===== src/rtl/arr_arb_pkg.sv =====
`default_nettype none
// ============================================================================
// Module      : arr_arb_pkg
// Description : Shared types, default widths and the round-robin pick helper
//               used by the array-port arbiter and its picker.
// Revision    : 1.0 - initial release
// ============================================================================
package arr_arb_pkg;

    localparam int C_NREQ_DEF     = 2;
    localparam int C_ADDR_W_DEF   = 1;
    localparam int C_DATA_W_DEF   = 64;
    localparam int C_LOCK_MAX_DEF = 4;

    // Upper bound on the requester count handled by rr_pick; the vector
    // arguments are sized to this so one function serves any NREQ.
    localparam int C_MAX_REQ = 32;
    localparam int C_IDX_W   = 5;

    typedef enum logic [0:0] {
        ARB_UNLOCKED = 1'b0,
        ARB_LOCKED   = 1'b1
    } arb_state_e;

    // One-hot pick of the first asserted request at or above ptr, wrapping
    // from n-1 back to 0. Returns zero when no request is asserted.
    function automatic logic [C_MAX_REQ-1:0] rr_pick(
        input logic [C_MAX_REQ-1:0] req,
        input int                   ptr,
        input int                   n
    );
        logic [C_MAX_REQ-1:0] v_gnt;
        logic                 v_found;
        int                   v_idx;
        v_gnt   = '0;
        v_found = 1'b0;
        v_idx   = 0;
        for (int k = 0; k < C_MAX_REQ; k++) begin
            if (k < n && !v_found) begin
                v_idx = (ptr + k) % n;
                if (req[v_idx[C_IDX_W-1:0]]) begin
                    v_gnt[v_idx[C_IDX_W-1:0]] = 1'b1;
                    v_found                   = 1'b1;
                end
            end
        end
        return v_gnt;
    endfunction

endpackage
`default_nettype wire


===== src/rtl/arr_port_arbiter_rr_picker.sv =====
`default_nettype none
// ============================================================================
// Module      : rr_picker
// Description : Combinational one-hot round-robin pick from a request vector
//               and a priority pointer.
// Ports       : req - request vector, ptr - highest-priority index,
//               gnt - one-hot pick (zero when no request)
// Revision    : 1.0 - initial release
// ============================================================================
module rr_picker
    import arr_arb_pkg::*;
#(
    parameter int NREQ  = C_NREQ_DEF,
    parameter int PTR_W = 1
) (
    input  logic [NREQ-1:0]  req,
    input  logic [PTR_W-1:0] ptr,
    output logic [NREQ-1:0]  gnt
);

    assign gnt = NREQ'(rr_pick(C_MAX_REQ'(req), 32'(ptr), NREQ));

endmodule
`default_nettype wire


===== src/rtl/arr_port_arbiter.sv =====
`default_nettype none
// ============================================================================
// Module      : arr_port_arbiter
// Description : Round-robin arbiter sharing one single-port synchronous array
//               (1-cycle read latency) among NREQ requesters. At most one
//               access is granted per cycle; read data returns one cycle after
//               the grant together with a per-requester valid strobe.
// Config      : define ARB_LOCK_EN to let a requester hold the port for up to
//               LOCK_MAX consecutive grants via req_lock.
// Ports       : clk, rst_n (synchronous, active-low)
//               req/req_we/req_lock  per-requester request, write, lock
//               req_addr/req_wdata   packed per-requester address and data
//               gnt                  one-hot grant (combinational)
//               rvalid/rdata         read return, one cycle after read grant
//               mem_we/mem_addr/mem_wdata/mem_rdata  array port
// Revision    : 1.0 - initial release
// ============================================================================
module arr_port_arbiter
    import arr_arb_pkg::*;
#(
    parameter int NREQ     = C_NREQ_DEF,
    parameter int ADDR_W   = C_ADDR_W_DEF,
    parameter int DATA_W   = C_DATA_W_DEF,
    parameter int LOCK_MAX = C_LOCK_MAX_DEF
) (
    input  logic                     clk,
    input  logic                     rst_n,
    input  logic [NREQ-1:0]          req,
    input  logic [NREQ-1:0]          req_we,
    input  logic [NREQ*ADDR_W-1:0]   req_addr,
    input  logic [NREQ*DATA_W-1:0]   req_wdata,
    input  logic [NREQ-1:0]          req_lock,
    output logic [NREQ-1:0]          gnt,
    output logic [NREQ-1:0]          rvalid,
    output logic [DATA_W-1:0]        rdata,
    output logic                     mem_we,
    output logic [ADDR_W-1:0]        mem_addr,
    output logic [DATA_W-1:0]        mem_wdata,
    input  logic [DATA_W-1:0]        mem_rdata
);

    localparam int                 C_PTR_W = (NREQ > 1) ? $clog2(NREQ) : 1;
    localparam logic [C_PTR_W-1:0] C_LAST  = C_PTR_W'(NREQ - 1);

    logic [C_PTR_W-1:0] r_rr_ptr;
    logic [C_PTR_W-1:0] w_rr_ptr_nxt;
    logic [NREQ-1:0]    w_pick;
    logic [C_PTR_W-1:0] w_pick_idx;
    logic               w_pick_any;
    logic [NREQ-1:0]    w_gnt;
    logic [NREQ-1:0]    r_rvalid;

    function automatic logic [C_PTR_W-1:0] f_next_ptr(input logic [C_PTR_W-1:0] idx);
        return (idx == C_LAST) ? '0 : idx + C_PTR_W'(1);
    endfunction

    rr_picker #(
        .NREQ  (NREQ),
        .PTR_W (C_PTR_W)
    ) u_rr_picker (
        .req (req),
        .ptr (r_rr_ptr),
        .gnt (w_pick)
    );

    always_comb begin
        w_pick_idx = '0;
        for (int i = 0; i < NREQ; i++) begin
            if (w_pick[i]) w_pick_idx = C_PTR_W'(i);
        end
    end

    assign w_pick_any = |w_pick;

`ifdef ARB_LOCK_EN
    localparam int C_CNT_W = $clog2(LOCK_MAX + 1);

    arb_state_e         r_state;
    arb_state_e         w_state_nxt;
    logic [C_PTR_W-1:0] r_owner;
    logic [C_PTR_W-1:0] w_owner_nxt;
    logic [C_CNT_W-1:0] r_lock_cnt;
    logic [C_CNT_W-1:0] w_lock_cnt_nxt;
    logic [NREQ-1:0]    w_owner_oh;

    always_comb begin
        w_owner_oh          = '0;
        w_owner_oh[r_owner] = 1'b1;
    end

    always_comb begin
        w_gnt          = '0;
        w_rr_ptr_nxt   = r_rr_ptr;
        w_state_nxt    = r_state;
        w_owner_nxt    = r_owner;
        w_lock_cnt_nxt = r_lock_cnt;
        if (rst_n) begin
            case (r_state)
                ARB_UNLOCKED: begin
                    if (w_pick_any) begin
                        w_gnt        = w_pick;
                        w_rr_ptr_nxt = f_next_ptr(w_pick_idx);
                        // With LOCK_MAX of 1 the first grant is already the
                        // last one, so the lock is never entered.
                        if (req_lock[w_pick_idx] && (LOCK_MAX > 1)) begin
                            w_state_nxt    = ARB_LOCKED;
                            w_owner_nxt    = w_pick_idx;
                            w_lock_cnt_nxt = C_CNT_W'(1);
                        end
                    end
                end
                ARB_LOCKED: begin
                    if (req[r_owner]) begin
                        w_gnt          = w_owner_oh;
                        w_rr_ptr_nxt   = f_next_ptr(r_owner);
                        w_lock_cnt_nxt = r_lock_cnt + C_CNT_W'(1);
                        // This grant is the last one when the owner releases
                        // the lock or the hold budget is used up.
                        if (!req_lock[r_owner] ||
                            (r_lock_cnt + C_CNT_W'(1) == C_CNT_W'(LOCK_MAX))) begin
                            w_state_nxt    = ARB_UNLOCKED;
                            w_lock_cnt_nxt = '0;
                        end
                    end else begin
                        w_state_nxt    = ARB_UNLOCKED;
                        w_lock_cnt_nxt = '0;
                    end
                end
                default: begin
                    w_state_nxt    = ARB_UNLOCKED;
                    w_lock_cnt_nxt = '0;
                end
            endcase
        end
    end

    always_ff @(posedge clk) begin
        if (!rst_n) begin
            r_state    <= ARB_UNLOCKED;
            r_owner    <= '0;
            r_lock_cnt <= '0;
        end else begin
            r_state    <= w_state_nxt;
            r_owner    <= w_owner_nxt;
            r_lock_cnt <= w_lock_cnt_nxt;
        end
    end
`else
    logic w_unused_lock;

    always_comb begin
        w_gnt        = '0;
        w_rr_ptr_nxt = r_rr_ptr;
        if (rst_n && w_pick_any) begin
            w_gnt        = w_pick;
            w_rr_ptr_nxt = f_next_ptr(w_pick_idx);
        end
    end

    assign w_unused_lock = (^req_lock) ^ (LOCK_MAX > 0);
`endif

    always_ff @(posedge clk) begin
        if (!rst_n) begin
            r_rr_ptr <= '0;
            r_rvalid <= '0;
        end else begin
            r_rr_ptr <= w_rr_ptr_nxt;
            r_rvalid <= w_gnt & ~req_we;
        end
    end

    // AND-OR mux: with a one-hot (or zero) grant only the granted slice can
    // reach the array port, and an idle cycle drives all zeros.
    always_comb begin
        mem_we    = 1'b0;
        mem_addr  = '0;
        mem_wdata = '0;
        for (int i = 0; i < NREQ; i++) begin
            mem_we    = mem_we | (w_gnt[i] & req_we[i]);
            mem_addr  = mem_addr  | (req_addr[i*ADDR_W +: ADDR_W]  & {ADDR_W{w_gnt[i]}});
            mem_wdata = mem_wdata | (req_wdata[i*DATA_W +: DATA_W] & {DATA_W{w_gnt[i]}});
        end
    end

    assign gnt    = w_gnt;
    assign rvalid = r_rvalid;
    assign rdata  = mem_rdata;

endmodule
`default_nettype wire

===== config.mk =====
export PLATFORM = sky130hd
export DESIGN_NAME = arr_port_arbiter
export DESIGN_NICKNAME = d
export VERILOG_FILES = /design/src/rtl/arr_arb_pkg.sv /design/src/rtl/arr_port_arbiter_rr_picker.sv /design/src/rtl/arr_port_arbiter.sv
export SDC_FILE = /design/constraint.sdc
export NUM_CORES = 1
export LEC_CHECK = 0
export ABC_CLOCK_PERIOD_IN_PS = 1900
export BUFFER_PORTS_ARGS = -buffer_cell sky130_fd_sc_hd__buf_2
export CORE_AREA = 2 2 130 132
export DETAILED_ROUTE_END_ITERATION = 7
export DIE_AREA = 0 0 132 134
export PLACE_DENSITY = 0.4
export SYNTH_ARGS = -nofsm -noshare
export SYNTH_HDL_FRONTEND = slang
export SYNTH_SLANG_ARGS = --single-unit
export TNS_END_PERCENT = 100

===== constraint.sdc =====
create_clock -name clk -period 1.9 [get_ports clk]
set_input_delay 0.19 -clock clk [delete_from_list [all_inputs] [get_ports clk]]
set_output_delay 0.19 -clock clk [all_outputs]
set_load 0.05 [all_outputs]

==> reports/results.txt <==
The required time of the critical path was 1.71 ns; the clock sink count was 3. The tools report the kind of capture point of the worst setup path as an output pin. The per-cell routed wire length is 11.43 um.

The design draws 1.292 mW. Setup repair after global routing left no endpoint under its margin. When the netlist entered floorplanning its net count stood at 507. After clock tree synthesis, the clock-pin slew on the worst setup and hold paths is 0.03 ns.

The utilization after layout was 16.25%. For the count of nets left with antenna violations after detail routing, the log shows 0. The worst slew margin relative to its limit is 79.66%. The layout overhead on the synthesized area came out at 47.35%.

The die covers 17690 um2. The run gives 2142 as the via count of the first global-routing pass. The wire length of the first global-routing pass is 11080 um, and the share of the clock period used by the worst path is 92.59%.

A synthesized cell averages 5.891 um2. Across all layers, the routed design uses 2395 vias. The number of vias per cell after detailed routing is 3.696. The run gives 3.343% as the sequential element share of the synthesized area. The post-synthesis sequential element count came out at 3. TritonCTS built the clock tree.

For this configuration, the core starts out at a cell density of 11.03%. The actual transition at the worst max-transition pin came out at 0.3050 ns. The run gives 15 as the count of cell types in the netlist. The tools report the later-pin clock latency in the skew report as 0.22 ns.

The tools report the nature of the critical path startpoint as a flip-flop. The flow ran to the end, and the final reports show no timing, DRC or antenna violations. The remaining global-route overflow is 0. After detailed routing, the number of remaining DRC violations is 0. The logs give 47 for the number of cell rows and 1797 um2 for the cell area after synthesis.

In this run the static leakage power is 1.422 nW. After legalization and detailed placement, the total HPWL measured 5757 um. The post-synthesis cell type with the largest combined area is buf_4.

The post-route netlist has 55.50% of its cells at a drive strength greater than 1. For the H-tree depth reported by CTS, the log shows 1. The floorplan step defined a core boundary enclosing 16290 um2.

The critical path in this run is classified as reg -> out. The die span in y is 134 um, and the number of antenna violations at the first check in global routing is 1. Setup violations remaining at the end of the flow were counted as 0. The first TritonRoute pass finished after 4 iterations. The number of warning messages in the yosys log is 0. Across the routed clock network, the largest skew measured is 0.0007250 ns. The quantity of I/O buffers inserted on ports works out to 205. By area the synthesized netlist is led by buf_4, nand2_1, o22ai_1. In this run the worst hold path is classified as in -> reg. The worst-case IR drop observed on VDD is 0.0004148 V.

The post-layout net count was 630; the I/O pin count was 336. The number of hold violations in the final report is 0. The area share of the largest cell type after synthesis came out at 28.83%. In the final timing run, aggregate negative setup slack is 0 ns. Synthesis handed over a netlist of 305 instances.

The floorplan step set the die width to 132 um. The CTS buffer count is 3. The total of max-cap violations was 0; the power density of the placed cells was 488.1 nW/um2. Global routing consumed, over all layers together, 7.540% of the routing resources.

The pin count of the biggest net entering global routing is 70. The clock tree root buffer cell was clkbuf_16. For the worst setup path, the data arrival time is 1.57 ns.

Along the worst path, the maximum fanout reaches 36. The minimum period implied by the final worst setup slack is 1.759 ns, and the maximum clock path buffer count is 2. Static timing analysis puts the maximum clock frequency at 0.5684 GHz. For the number of pins with negative max-slew slack in the final report, the log shows 0.

The detailed router finished its first iteration with 90 violations. The global placer's final weighted congestion was 0.6616. The final wirelength came out at 7404 um.
[sequential cells by signal, indices dropped and copies added (netlist names)]
register and count:
r_rr_ptr 1, rvalid 2
[report_power, final]
group	total (mW)	internal (mW)	leakage, nW	switching (mW)
logic	0.893	0.280	1.36	0.612
clock network	0.332	0.277	0.0382	0.0549
registers	0.0680	0.0667	0.0247	0.00132
[layout make-up]
type / count / area, um2
Antenna cell: 1 / 2.502
Clock buffer: 4 / 78.83
Fill cell: 1900 / 13640
Inverter: 1 / 3.754
Multi-Input combinational cell: 208 / 1087
Sequential cell: 3 / 60.06
Tap cell: 220 / 275.3
Timing Repair Buffer: 211 / 1140
[per-layer routing]
| layer | vias to the layer above | share of wire [%] | track usage (%) |
|---|---|---|---|
| met3 | 22 | 11 | 2.759 |
| met1 | 1023 | 40 | 8.820 |
| li1 | 1202 | - | - |
| met4 | 0 | 2.5 | 2.234 |
| met2 | 148 | 46 | 12.91 |
| met5 | - | 0 | 0 |
[Yosys cell counts (all sizes together)]
| library cell | count |
|---|---|
| inv | 1 |
| clkbuf | 7 |
| buf | 86 |
| nor2 | 2 |
| dfxtp | 3 |
| nand2 | 135 |
| nand2b | 2 |
| nor3 | 2 |
| o22ai | 66 |
| a21oi | 1 |
[stage by stage]
step	setup slack, ns	cell area (um2)	hold WS, ns	std cells
floorplan	0.1881	1797	0.2668	305
global placement	0.2769	2562	0.3741	643
detailed placement	0.3024	2562	0.3747	643
CTS	0.06777	2641	0.1427	647
global route	0.09963	2645	0.1444	647
finish	0.1407	2648	0.1463	648
[path summary, 6_finish.rpt]
| path | slack, ns | to | startpoint | depth (start not counted) |
|---|---|---|---|---|
| hold / removal | 0.15 | rvalid[0] | req_we[0] | 2 |
| hold reg to reg | 0.48 | r_rr_ptr | r_rr_ptr | 2 |
| setup / recovery | 0.14 | mem_wdata[27] | r_rr_ptr | 5 |
| setup reg to reg | 0.89 | rvalid[1] | r_rr_ptr | 4 |
[layout by cell type (no fill, tap or decap)]
master     instances
a21oi_1            1
nor3_1             2
nand2_2            2
clkbuf_1           1
buf_2            204
buf_4              1
o22ai_1           46
nand2b_2           1
inv_1              1
clkbuf_16          3
nand2_1          133
buf_12             5
nor2_1             2
diode_2            1
nand2b_1           1
dfxtp_1            3
buf_6              1
o22ai_2           20
[cells by family after synthesis]
kind of cell           count (synthesis)  synth area share, %
flip-flops                             3                3.343
AND/OR/NAND/NOR                      141                30.15
AO/OA/AOI/OAI                         67                30.22
buffers and inverters                 94                36.28
[timing repair]
item,in CTS,in global routing
resized for setup,0,1
hold buffers,0,0
setup endpoints to repair,0,2
setup buffers,0,0
[worst max-delay path, stage by stage, from the launching register on]
cell      delay [ns]
dfxtp_1         0.33
nand2b_2        0.14
nand2_2         0.08
buf_6           0.20
o22ai_1         0.27
buf_2           0.31
(Power assumes the default switching activity.)
